[src/rtl/status_flag_register.sv]
// status_flag_register: derives NZCV from the EXE-stage ALU operation and
// holds both the architectural status register and a one-entry shadow copy
// that is used for exception entry and return.
module status_flag_register #(
  parameter int         WIDTH    = 32,
  parameter logic [3:0] RESET_SR = 4'b0000
) (
  input  logic             clk,
  input  logic             rst,
  input  logic             exe_valid,
  input  logic             s_bit,
  input  logic [3:0]       exe_cmd,
  input  logic [WIDTH-1:0] op_a,
  input  logic [WIDTH-1:0] op_b,
  input  logic             shifter_carry,
  input  logic             flush,
  input  logic             freeze,
  input  logic             save,
  input  logic             restore,
  output logic [WIDTH-1:0] alu_result,
  output logic [3:0]       sr,
  output logic [3:0]       sr_fwd,
  output logic [3:0]       shadow_sr,
  output logic             sr_updated
);

  localparam logic [3:0] CMD_MOV = 4'b0001;
  localparam logic [3:0] CMD_MVN = 4'b1001;
  localparam logic [3:0] CMD_ADD = 4'b0010;
  localparam logic [3:0] CMD_ADC = 4'b0011;
  localparam logic [3:0] CMD_SUB = 4'b0100;
  localparam logic [3:0] CMD_SBC = 4'b0101;
  localparam logic [3:0] CMD_AND = 4'b0110;
  localparam logic [3:0] CMD_ORR = 4'b0111;
  localparam logic [3:0] CMD_EOR = 4'b1000;

  logic [WIDTH-1:0] addend;
  logic             carry_in;
  logic             is_arith;
  logic             cmd_known;
  logic [WIDTH-1:0] logic_res;
  logic [WIDTH:0]   sum;
  logic [3:0]       alu_flags;
  logic             flag_we;
  logic [3:0]       pre_restore_sr;
  logic [3:0]       shadow_next;
  logic             updated_next;

  // ALU datapath and flag derivation; subtraction is an add of ~op_b so one
  // adder serves all four arithmetic commands and the overflow rule is shared.
  always_comb begin
    addend    = op_b;
    carry_in  = 1'b0;
    is_arith  = 1'b0;
    cmd_known = 1'b1;
    logic_res = '0;
    case (exe_cmd)
      CMD_ADD: is_arith = 1'b1;
      CMD_ADC: begin
        is_arith = 1'b1;
        carry_in = sr[1];
      end
      CMD_SUB: begin
        is_arith = 1'b1;
        addend   = ~op_b;
        carry_in = 1'b1;
      end
      CMD_SBC: begin
        is_arith = 1'b1;
        addend   = ~op_b;
        carry_in = sr[1];
      end
      CMD_MOV: logic_res = op_b;
      CMD_MVN: logic_res = ~op_b;
      CMD_AND: logic_res = op_a & op_b;
      CMD_ORR: logic_res = op_a | op_b;
      CMD_EOR: logic_res = op_a ^ op_b;
      default: cmd_known = 1'b0;
    endcase

    sum = {1'b0, op_a} + {1'b0, addend} + {{WIDTH{1'b0}}, carry_in};

    if (!cmd_known) begin
      alu_result = '0;
    end else if (is_arith) begin
      alu_result = sum[WIDTH-1:0];
    end else begin
      alu_result = logic_res;
    end

    alu_flags[3] = alu_result[WIDTH-1];
    alu_flags[2] = (alu_result == '0);
    if (is_arith) begin
      alu_flags[1] = sum[WIDTH];
      alu_flags[0] = (op_a[WIDTH-1] == addend[WIDTH-1]) &&
                     (alu_result[WIDTH-1] != op_a[WIDTH-1]);
    end else begin
      alu_flags[1] = shifter_carry;
      alu_flags[0] = sr[0];
    end

    if (!cmd_known) begin
      alu_flags = sr;
    end
  end

  // Next-state selection: freeze beats restore beats a flag write; the
  // shadow always captures the value that excludes the restore so that
  // save+restore together swaps the two registers.
  always_comb begin
    flag_we        = exe_valid & s_bit & ~flush & ~freeze;
    pre_restore_sr = flag_we ? alu_flags : sr;
    sr_fwd         = sr;
    updated_next   = 1'b0;
    shadow_next    = shadow_sr;
    if (!freeze) begin
      if (restore) begin
        sr_fwd       = shadow_sr;
        updated_next = 1'b1;
      end else if (flag_we) begin
        sr_fwd       = alu_flags;
        updated_next = 1'b1;
      end
      if (save) begin
        shadow_next = pre_restore_sr;
      end
    end
  end

  // Architectural status, shadow copy and update pulse registers.
  always_ff @(posedge clk or negedge rst) begin
    if (!rst) begin
      sr         <= RESET_SR;
      shadow_sr  <= RESET_SR;
      sr_updated <= 1'b0;
    end else begin
      sr         <= sr_fwd;
      shadow_sr  <= shadow_next;
      sr_updated <= updated_next;
    end
  end

endmodule

[config.mk]
export PLATFORM = sky130hd
export DESIGN_NAME = status_flag_register
export DESIGN_NICKNAME = d
export VERILOG_FILES = /design/src/rtl/status_flag_register.sv
export SDC_FILE = /design/constraint.sdc
export NUM_CORES = 1
export LEC_CHECK = 0
export ABC_AREA = 1
export CORE_UTILIZATION = 40
export DETAILED_ROUTE_END_ITERATION = 8
export PLACE_DENSITY = 0.7
export REMOVE_ABC_BUFFERS = 1
export SLEW_MARGIN = 25
export SYNTH_ARGS = -nofsm -noshare
export SYNTH_HDL_FRONTEND = slang
export SYNTH_SLANG_ARGS = --single-unit
[constraint.sdc]
create_clock -name clk -period 4.4 [get_ports clk]
set_clock_uncertainty 0.05 [all_clocks]
set_input_delay 0.66 -clock clk [delete_from_list [all_inputs] [get_ports clk]]
set_output_delay 0.66 -clock clk [all_outputs]
set_load 0.05 [all_outputs]
==> impl_metrics.yaml, run 1 <==
run_status:
  status: "finished with violations"
  violations: "setup timing"
cells_and_area:
  areaGrowthSynthToFinish_pct: 62.2
  nNetsFinal: 1560
  layout-drive-gt1-share_pct: 26.9
  nFillCells: 1247
  design_area_mm2: 0.00947
  final_util_pct: 67.4
  stdcell_count: 1565
  num_antenna_cells: 0
placed_design:
  place_ws_ps: -532
  port_buffers: 121
  gp_congestion: 0.974
  placed_area_mm2: 0.00855
  dp_cells: 1520
  place_hpwl_um: 16500
sta:
  timing.setup.tns_ps: -91.5
  finalSetupViolCount: 1
  fmax_mhz: 223
  rsz0062_at_grt: "true"
  relSlewSlack_pct: 55.0
  hold_viol_final: 0
  finalWorstPathRequiredPeriod_ps: 4490
  max_slew.worst_pin.slew_ps: 676
  whs_ps: 464
  drv_slew: 0
  setup_ws_ps: -91.5
  finalCritPeriodShare_pct: 102
cts:
  h-tree-depth: 1
  clkTransAtPathRegs_ps: 40
  cts_tree: "done"
  cts_hold_buffers: 0
  cts_inserted_buffers: 3
  cts_buffer_depth: 2
  insertion_delay_ps: 240
  cts-root-buf: "clkbuf_16"
  clock_sinks: 9
synthesis:
  synthTopCellsByArea: "nand2_1 (24%), ha_1 (20%), inv_1 (15%), nand3_1 (6.3%), nor2_1 (5.3%)"
  ys.flop_type: "dfrtp_1"
  synth_compound_area_share_pct: 12.5
  synth_top_area_share_pct: 24.2
  synthSimpleGateAreaFrac_pct: 39.8
  muxShareOfSynthArea_pct: 0
  synthAdderAreaFrac_pct: 21.1
  syn_area_mm2: 0.00584
  synth_xor_area_share_pct: 5.10
  ys_seq_elements: 9
  postSynth.asyncResetShare_pct: 100
  synthCells: 1107
  synth_top_family_by_area: "simple AND/OR/NAND/NOR gates"
  synth_top_area_cell: "nand2_1"
  yosysSeqAreaShare_pct: 3.86
  synth_edf_count: 0
  ys.warnings.count: 0
  ys_types: 36
  avgSynthCellArea_um2: 5.27
floorplanning:
  core-area_mm2: 0.0140
  die_h_um: 123
  ios: 122
  num_rows: 43
  die-area_mm2: 0.0151
  die_w_um: 123
  initial_core_util_pct: 41.6
worst_setup_path:
  critPathLaunchType: "input port"
  worst_path_max_delay_cell: "ha_1"
  crit_fanout: 8
  regToRegSetupSlack_ps: 1310
  ff2ff_path_depth: 24
  criticalPathCategory: "input port to primary output"
  timing.rr.start: "sr[1]$_DFF_PN0_"
  cp.required_ps: 3690
  path_cells: "buf_8 > inv_6 > nor2_4 > nand2_8 > clkbuf_16 > buf_12 > xor2_1 > ha_1 > nand2_1 > nor2_2 > nand2_1 > nor3_1 > nand2_2 > nand3_1 > nand3_1 > nand2_1 > nand4_1 > nor2_1 > nand2_1 > nand2_1 > nand2_1 > nand2_2 > buf_12"
  r2r_end: "shadow_sr[2]$_DFFE_PN0P_"
  critical_path.max_stage_delay_ps: 360
  worstSetupEndpointType: "primary output"
  worstPathArrival_ps: 3780
  startpoint: "exe_cmd[2]"
  crit_top_cell: "nand2_1"
routing:
  via_per_inst: 5.01
  vias: 7839
  drc_errors: 0
  wire_per_inst_um: 14.1
  drt_first_pass_iters: 6
  wirelength_um: 22100
  final_antenna_net_count: 0
  drt_iter0_drc: 497
power_and_ir_drop:
  power_switching_uw: 947
  switching_share_pct: 50.1
  power_leakage_nw: 5.37
  power_mw: 1.89
  peakVddDrop_v: 0.000304
  p_seq_share_pct: 5.6
  power_frac_comb_pct: 85.8
  pwr_density_cell_mw_per_mm2: 199
  p_clk_share_pct: 8.6
  intPower_uw: 941
global_routing:
  overflow: 0
  grt.total_usage_pct: 28.1
  gr-usage-met3_pct: 4.65
  gr-max-usage-layer: "met2"
  grt_pass1_vias: 7390
  use_met1_pct: 34.9
  gr-usage-met2_pct: 48.7
  grt_pass1_wl_um: 33900
  grt_max_degree: 53
  antenna_found_initial: 0
hold_path:
  whs_endpoint: "shadow_sr[0]$_DFFE_PN0P_"
  holdPathStages: 2
  holdCritStartpoint: "shadow_sr[0]$_DFFE_PN0P_"
  hold_class: "flop to flop"
flow_run:
  max_cap_violations: 0
sequential cells by signal, summed over array words and instances (netlist names):
signal      count
shadow_sr       4
sr              4
sr_updated      1
cells in the final DEF, fill, tap and decap left out, drive strengths merged, types with 2 or more instances in the layout:
| cell type | netlist | routed |
|---|---|---|
| clkdlybuf4s50 | 0 | 75 |
| nor3 | 7 | 7 |
| a21oi | 61 | 61 |
| nand3 | 75 | 75 |
| nand4 | 11 | 11 |
| fa | 2 | 2 |
| or2 | 4 | 4 |
| xor2 | 33 | 33 |
| o211ai | 12 | 12 |
| nand3b | 3 | 3 |
| ha | 95 | 95 |
| dfrtp | 9 | 9 |
| o21ai | 47 | 47 |
| inv | 243 | 243 |
| nand2 | 379 | 379 |
| clkbuf | 2 | 6 |
| nor2 | 84 | 84 |
| dlymetal6s2s | 0 | 6 |
| o2111ai | 7 | 7 |
| buf | 22 | 214 |
| and2 | 3 | 3 |
how the worst max path moves through the flow:
stage,to,cells after the start,slack [ps]
floorplan,sr_fwd[2],23,-980
CTS,sr_fwd[2],29,-80
detailed placement,sr_fwd[2],26,-530
global route,sr_fwd[2],28,-270
finish,sr_fwd[2],23,-90
global placement,sr_fwd[2],26,-550
critical path, delay by kind of cell:
kind | cells | cell delay (ps)
xor+xnor | 1 | 140
fa+ha+maj | 1 | 360
buf+inv | 5 | 580
simple gates | 16 | 2010
cells in the mapped netlist (7+ instances only):
| master | instances |
|---|---|
| nand2_1 | 376 |
| inv_1 | 238 |
| ha_1 | 95 |
| nor2_1 | 83 |
| nand3_1 | 74 |
| a21oi_1 | 61 |
| o21ai_0 | 40 |
| xor2_1 | 33 |
| buf_2 | 17 |
| o211ai_1 | 12 |
| nand4_1 | 11 |
| dfrtp_1 | 9 |
| nor3_1 | 7 |
| o2111ai_1 | 7 |
| o21ai_1 | 7 |
repair_timing:
action                     4_1_cts  5_1_grt
pin swaps                       22       90
setup endpoints to repair       10        9
cloned                           0        1
setup buffers                   21       19
gates resized for setup         33      154
logic make-up (layout without fill, tap and decap cells):
logic type / count (synthesis) / count (layout)
buffers and inverters: 267 / 545
DFF: 9 / 9
AOI/OAI and AO/OA: 132 / 132
and+or+nand+nor: 568 / 568
xor gates and xnor gates: 34 / 34
adders and majority gates: 97 / 97
area by class of cell:
type / instances / area [µm²] / area share (%)
inverters: 243 / 917 / 9.69
clock buffers: 4 / 78.8 / 0.833
well taps: 180 / 225 / 2.38
flip-flops and latches: 9 / 225 / 2.38
multi-input cells: 831 / 5050 / 53.3
repair buffers: 298 / 2970 / 31.4
power groups by stage:
stage               Sequential (mW)  Combinational (mW)  Clock, mW
floorplan                     0.143               0.697          0
global placement              0.106                1.39          0
detailed placement            0.105                1.41          0
CTS                           0.105                1.47      0.165
global route                  0.106                1.75      0.168
finish                        0.106                1.62      0.163
metal layers:
layer	vias to the layer above	routed length, µm
met5	-	0
met4	0	674
met3	53	1750
met2	303	10400
met1	3516	9270
li1	3967	-
No activity file was read; power rests on OpenSTA's default activity.
==> run 2: changes to the inputs <==
Settings changed: CORE_MARGIN from default to 2.
==> impl_metrics.yaml, run 2 (same netlist as run 1, synthesis figures left out) <==
cts:
  cts_buffer_depth: 2
  h-tree-depth: 1
  cts-root-buf: "clkbuf_16"
  insertion_delay_ps: 240
  clock_sinks: 9
  cts_hold_buffers: 0
  cts_tree: "done"
  clkTransAtPathRegs_ps: 40
  cts_inserted_buffers: 3
global_routing:
  grt_max_degree: 53
  grt_pass1_wl_um: 33400
  grt_pass1_vias: 7257
  overflow: 0
  grt.total_usage_pct: 25.1
  antenna_found_initial: 0
worst_setup_path:
  worstSetupEndpointType: "primary output"
  criticalPathCategory: "input port to primary output"
  crit_fanout: 4
  cp.required_ps: 3690
  worstPathArrival_ps: 3700
  critPathLaunchType: "input port"
sta:
  fmax_mhz: 227
  max_slew.worst_pin.slew_ps: 691
  finalWorstPathRequiredPeriod_ps: 4410
  setup_ws_ps: -10.1
  rsz0062_at_grt: "true"
  hold_viol_final: 0
  drv_slew: 0
  finalSetupViolCount: 1
  finalCritPeriodShare_pct: 100
  relSlewSlack_pct: 53.9
routing:
  final_antenna_net_count: 0
  via_per_inst: 4.92
  wirelength_um: 20400
  wire_per_inst_um: 13.1
  drt_first_pass_iters: 5
  vias: 7643
  drc_errors: 0
  drt_iter0_drc: 499
floorplanning:
  die-area_mm2: 0.0156
  core-area_mm2: 0.0144
  die_w_um: 125
  die_h_um: 125
  num_rows: 44
  initial_core_util_pct: 40.6
  ios: 122
placed_design:
  port_buffers: 121
  place_ws_ps: -672
  gp_congestion: 0.988
  dp_cells: 1528
  place_hpwl_um: 16500
cells_and_area:
  nNetsFinal: 1543
  nFillCells: 1368
  multi_input_area_mm2: 0.00485
  final_common_cell: "nand2_1"
  layout-drive-gt1-share_pct: 22.2
  areaGrowthSynthToFinish_pct: 55.9
  num_antenna_cells: 0
  layout_common_cells: "nand2_1 (335), inv_1 (231), buf_4 (158)"
  final_util_pct: 63.3
  stdcell_count: 1552
  reg_top3: "shadow_sr: 4 flops, sr: 4 flops, sr_updated: 1 flops"
  seqCellArea_um2: 225
run_status:
  violations: "setup timing"
  status: "finished with violations"
power_and_ir_drop:
  peakVddDrop_v: 0.000245
  power_leakage_nw: 5.21
  pwr_density_cell_mw_per_mm2: 196
hold_path:
  hold_class: "flop to flop"
flow_run:
  max_cap_violations: 0
-- run 2: changes by cell type in the layout (fill, tap and decap cells not counted), sizes merged --
cell / delta
dlymetal6s2s: -4
clkbuf: -2
dlygate4sd2: +1
clkdlybuf4s50: +3
buf: -15
-- run 2: per-stage QoR --
| step | power, mW | hold WS (ps) | area [µm²] | TNS, ps |
|---|---|---|---|---|
| finish | 1.79 | 485 | 9090 | -10.1 |
| CTS | 1.73 | 482 | 8910 | 0 |
| global placement | 1.50 | 452 | 8580 | -2170 |
| floorplan | 0.840 | 314 | 5720 | -4840 |
| global route | 1.92 | 504 | 9090 | -442 |
| detailed placement | 1.51 | 470 | 8580 | -2500 |
-- run 2: layout make-up --
| type | instances | area share, % |
|---|---|---|
| well taps | 184 | 2.53 |
| inverters | 243 | 10.0 |
| clock buffers | 4 | 0.867 |
| repair buffers | 281 | 30.8 |
| flip-flops and latches | 9 | 2.48 |
| multi-input cells | 831 | 53.3 |
-- run 2: what timing repair did --
item | in CTS | in global routing
setup endpoints to repair | 14 | 5
gates resized for setup | 68 | 49
pin swaps | 27 | 26
buffers inserted | 13 | 7
-- run 2: final timing paths --
| check | start | to | slack (ps) | cells after the start |
|---|---|---|---|---|
| setup / recovery | op_b[5] | sr_fwd[2] | -10 | 20 |
| hold / removal | shadow_sr[1]$_DFFE_PN0P_ | shadow_sr[1]$_DFFE_PN0P_ | 480 | 2 |
| setup reg to reg | sr[1]$_DFF_PN0_ | sr[2]$_DFF_PN0_ | 1300 | 23 |
| hold reg to reg | shadow_sr[1]$_DFFE_PN0P_ | shadow_sr[1]$_DFFE_PN0P_ | 480 | 2 |
| max in group asynchronous | rst | sr[3]$_DFF_PN0_ | 3310 | 1 |
| min in group asynchronous | rst | shadow_sr[1]$_DFFE_PN0P_ | 690 | 1 |
-- run 2: critical path, cell delays in order --
cell and delay [ps]:
clkdlybuf4s50_1 480, inv_1 80, xor2_1 170, ha_1 360, nand2_2 140, inv_1 60, a21oi_1 220, nand2_2 140
nand2_1 90, nand3_1 80, nand2_1 150, nand4_1 130, nor2_2 200, nand4_1 160, nor2_1 120, nand2_1 90
nand2_1 80, nand2_1 60, nand2_2 100, buf_12 140
-- run 2: power by group --
group          switching, mW  total, mW  internal, mW
registers             0.0115      0.106        0.0943
clock network         0.0411      0.162         0.121
logic                  0.838       1.52         0.680
-- run 2: layer usage --
| layer | part of all wire (%) | global-route usage [%] |
|---|---|---|
| met1 | 46 | 34.1 |
| met2 | 46 | 43.3 |
| met3 | 6.8 | 3.01 |
| met4 | 1.3 | 4.03 |
| met5 | 0 | 0 |
==> run 3: changes to the inputs <==
Settings changed: TNS_END_PERCENT from default to 1.
==> impl_metrics.yaml, run 3 (same netlist as run 1, synthesis figures left out) <==
run_status:
  status: "finished with violations"
  violations: "setup timing"
worst_setup_path:
  crit_fanout: 5
  critical_path.max_stage_delay_ps: 530
  crit_top_cell: "nand2_1"
  worstPathArrival_ps: 3710
  critPathLaunchType: "input port"
  worstSetupEndpointType: "primary output"
  critical-path-top-delay-family: "simple AND/OR/NAND/NOR gates"
  crit_buf_inv: 4
  path_cells: "clkdlybuf4s50_1 > inv_1 > xor2_1 > ha_1 > inv_1 > nand2_1 > and2_1 > xor2_1 > nand2_1 > nand2_1 > nor2_1 > nand2_1 > nor2_2 > nand4_1 > nor2_1 > nand2_1 > nand2_1 > nand2_1 > nand2_2 > buf_12"
  regToRegSetupSlack_ps: 1300
  worst_path_max_delay_cell: "clkdlybuf4s50_1"
  criticalPathCategory: "input port to primary output"
  cp.required_ps: 3690
cts:
  clkTransAtPathRegs_ps: 40
  cts_hold_buffers: 0
  cts_tree: "done"
  cts-root-buf: "clkbuf_16"
  clock_sinks: 9
  cts_inserted_buffers: 3
  cts_buffer_depth: 2
  insertion_delay_ps: 240
  h-tree-depth: 1
hold_path:
  hold_class: "flop to flop"
sta:
  relSlewSlack_pct: 54.3
  drv_slew: 0
  max_slew.worst_pin.slew_ps: 686
  fmax_mhz: 226
  finalSetupViolCount: 1
  rsz0062_at_grt: "true"
  finalCritPeriodShare_pct: 100
  finalWorstPathRequiredPeriod_ps: 4420
  setup_ws_ps: -19.9
  hold_viol_final: 0
placed_design:
  place_hpwl_um: 16500
  port_buffers: 121
  gp_congestion: 0.988
  placed_area_mm2: 0.00858
  place_ws_ps: -672
global_routing:
  grt_max_degree: 53
  grt.total_usage_pct: 25.1
  overflow: 0
  antenna_found_initial: 0
  grt_pass1_wl_um: 33400
  grt_pass1_vias: 7257
routing:
  vias: 7598
  wire_per_inst_um: 13.1
  wirelength_um: 20300
  final_antenna_net_count: 0
  drc_errors: 0
  via_per_inst: 4.90
  drt_iter0_drc: 438
  drt_first_pass_iters: 5
floorplanning:
  die_h_um: 125
  num_rows: 44
  core-area_mm2: 0.0144
  initial_core_util_pct: 40.6
  die_w_um: 125
  ios: 122
  die-area_mm2: 0.0156
flow_run:
  max_cap_violations: 0
power_and_ir_drop:
  pwr_density_cell_mw_per_mm2: 196
  power_leakage_nw: 5.20
  peakVddDrop_v: 0.000245
  power_mw: 1.78
cells_and_area:
  layout-drive-gt1-share_pct: 22.2
  reg_top3: "shadow_sr: 4 flops, sr: 4 flops, sr_updated: 1 flops"
  layout_common_cells: "nand2_1 (335), inv_1 (231), buf_4 (157)"
  design_area_mm2: 0.00908
  num_antenna_cells: 0
  final_common_cell: "nand2_1"
  areaGrowthSynthToFinish_pct: 55.7
  nNetsFinal: 1542
## run 3: final timing paths
kind | startpoint | to | depth (start not counted)
min in group asynchronous | rst | shadow_sr[1]$_DFFE_PN0P_ | 1
worst max-delay path | op_b[2] | sr_fwd[2] | 20
worst max register to register | sr[1]$_DFF_PN0_ | sr[2]$_DFF_PN0_ | 18
worst min-delay path | shadow_sr[1]$_DFFE_PN0P_ | shadow_sr[1]$_DFFE_PN0P_ | 2
worst min register to register | shadow_sr[1]$_DFFE_PN0P_ | shadow_sr[1]$_DFFE_PN0P_ | 2
max in group asynchronous | rst | sr[3]$_DFF_PN0_ | 1
## run 3: worst register-to-register path, stage by stage (launching register included)
cell,delay [ps]
dfrtp_1,430
a32o_2,300
fa_2,390
buf_4,160
nand2_1,50
nand2_1,90
and2_1,220
xor2_1,170
nand2_1,80
nand2_1,90
nor2_1,150
nand2_1,80
nor2_2,150
nand4_1,160
nor2_1,130
nand2_1,90
nand2_1,90
nand2_1,60
nand2_2,100
## run 3: per-stage QoR
step	hold slack, ps	cells	setup TNS (ps)	utilization [%]
2_1_floorplan	314	1083	-4840	-
3_3_place_gp	452	1528	-2170	59.7
3_5_place_dp	470	1528	-2500	59.7
4_1_cts	482	1545	0	62.0
5_1_grt	504	1551	-463	63.2
6_report	485	1551	-19.9	63.2
## run 3: area by class of cell
type                       instances  area, µm²
multi-input combinational        831       4850
tap                              184        230
inverter                         243        912
clock buffer                       4       78.8
fill                            1369       5280
sequential                         9        225
timing repair buffer             280       2790
## run 3: where the power goes
part           switching (mW)  internal (mW)
clock                  0.0411          0.121
combinational           0.837          0.678
sequential             0.0116         0.0943
total                   0.890          0.894
## run 3: per-layer routing
metal  wire (µm)  vias to the layer above  part of all wire, %  GRT usage, %
met5           0                        -                    0             0
met4         276                        0                  1.4          4.03
met3        1420                       28                  7.0          3.01
met2        9310                      251                   46          43.3
met1        9340                     3382                   46          34.1
li1            -                     3937                    -             -
## run 3: what timing repair did
| item | CTS | global route |
|---|---|---|
| pin swaps | 27 | 26 |
| buffers inserted | 13 | 6 |
| setup endpoints to repair | 14 | 5 |
| gates resized for setup | 68 | 48 |
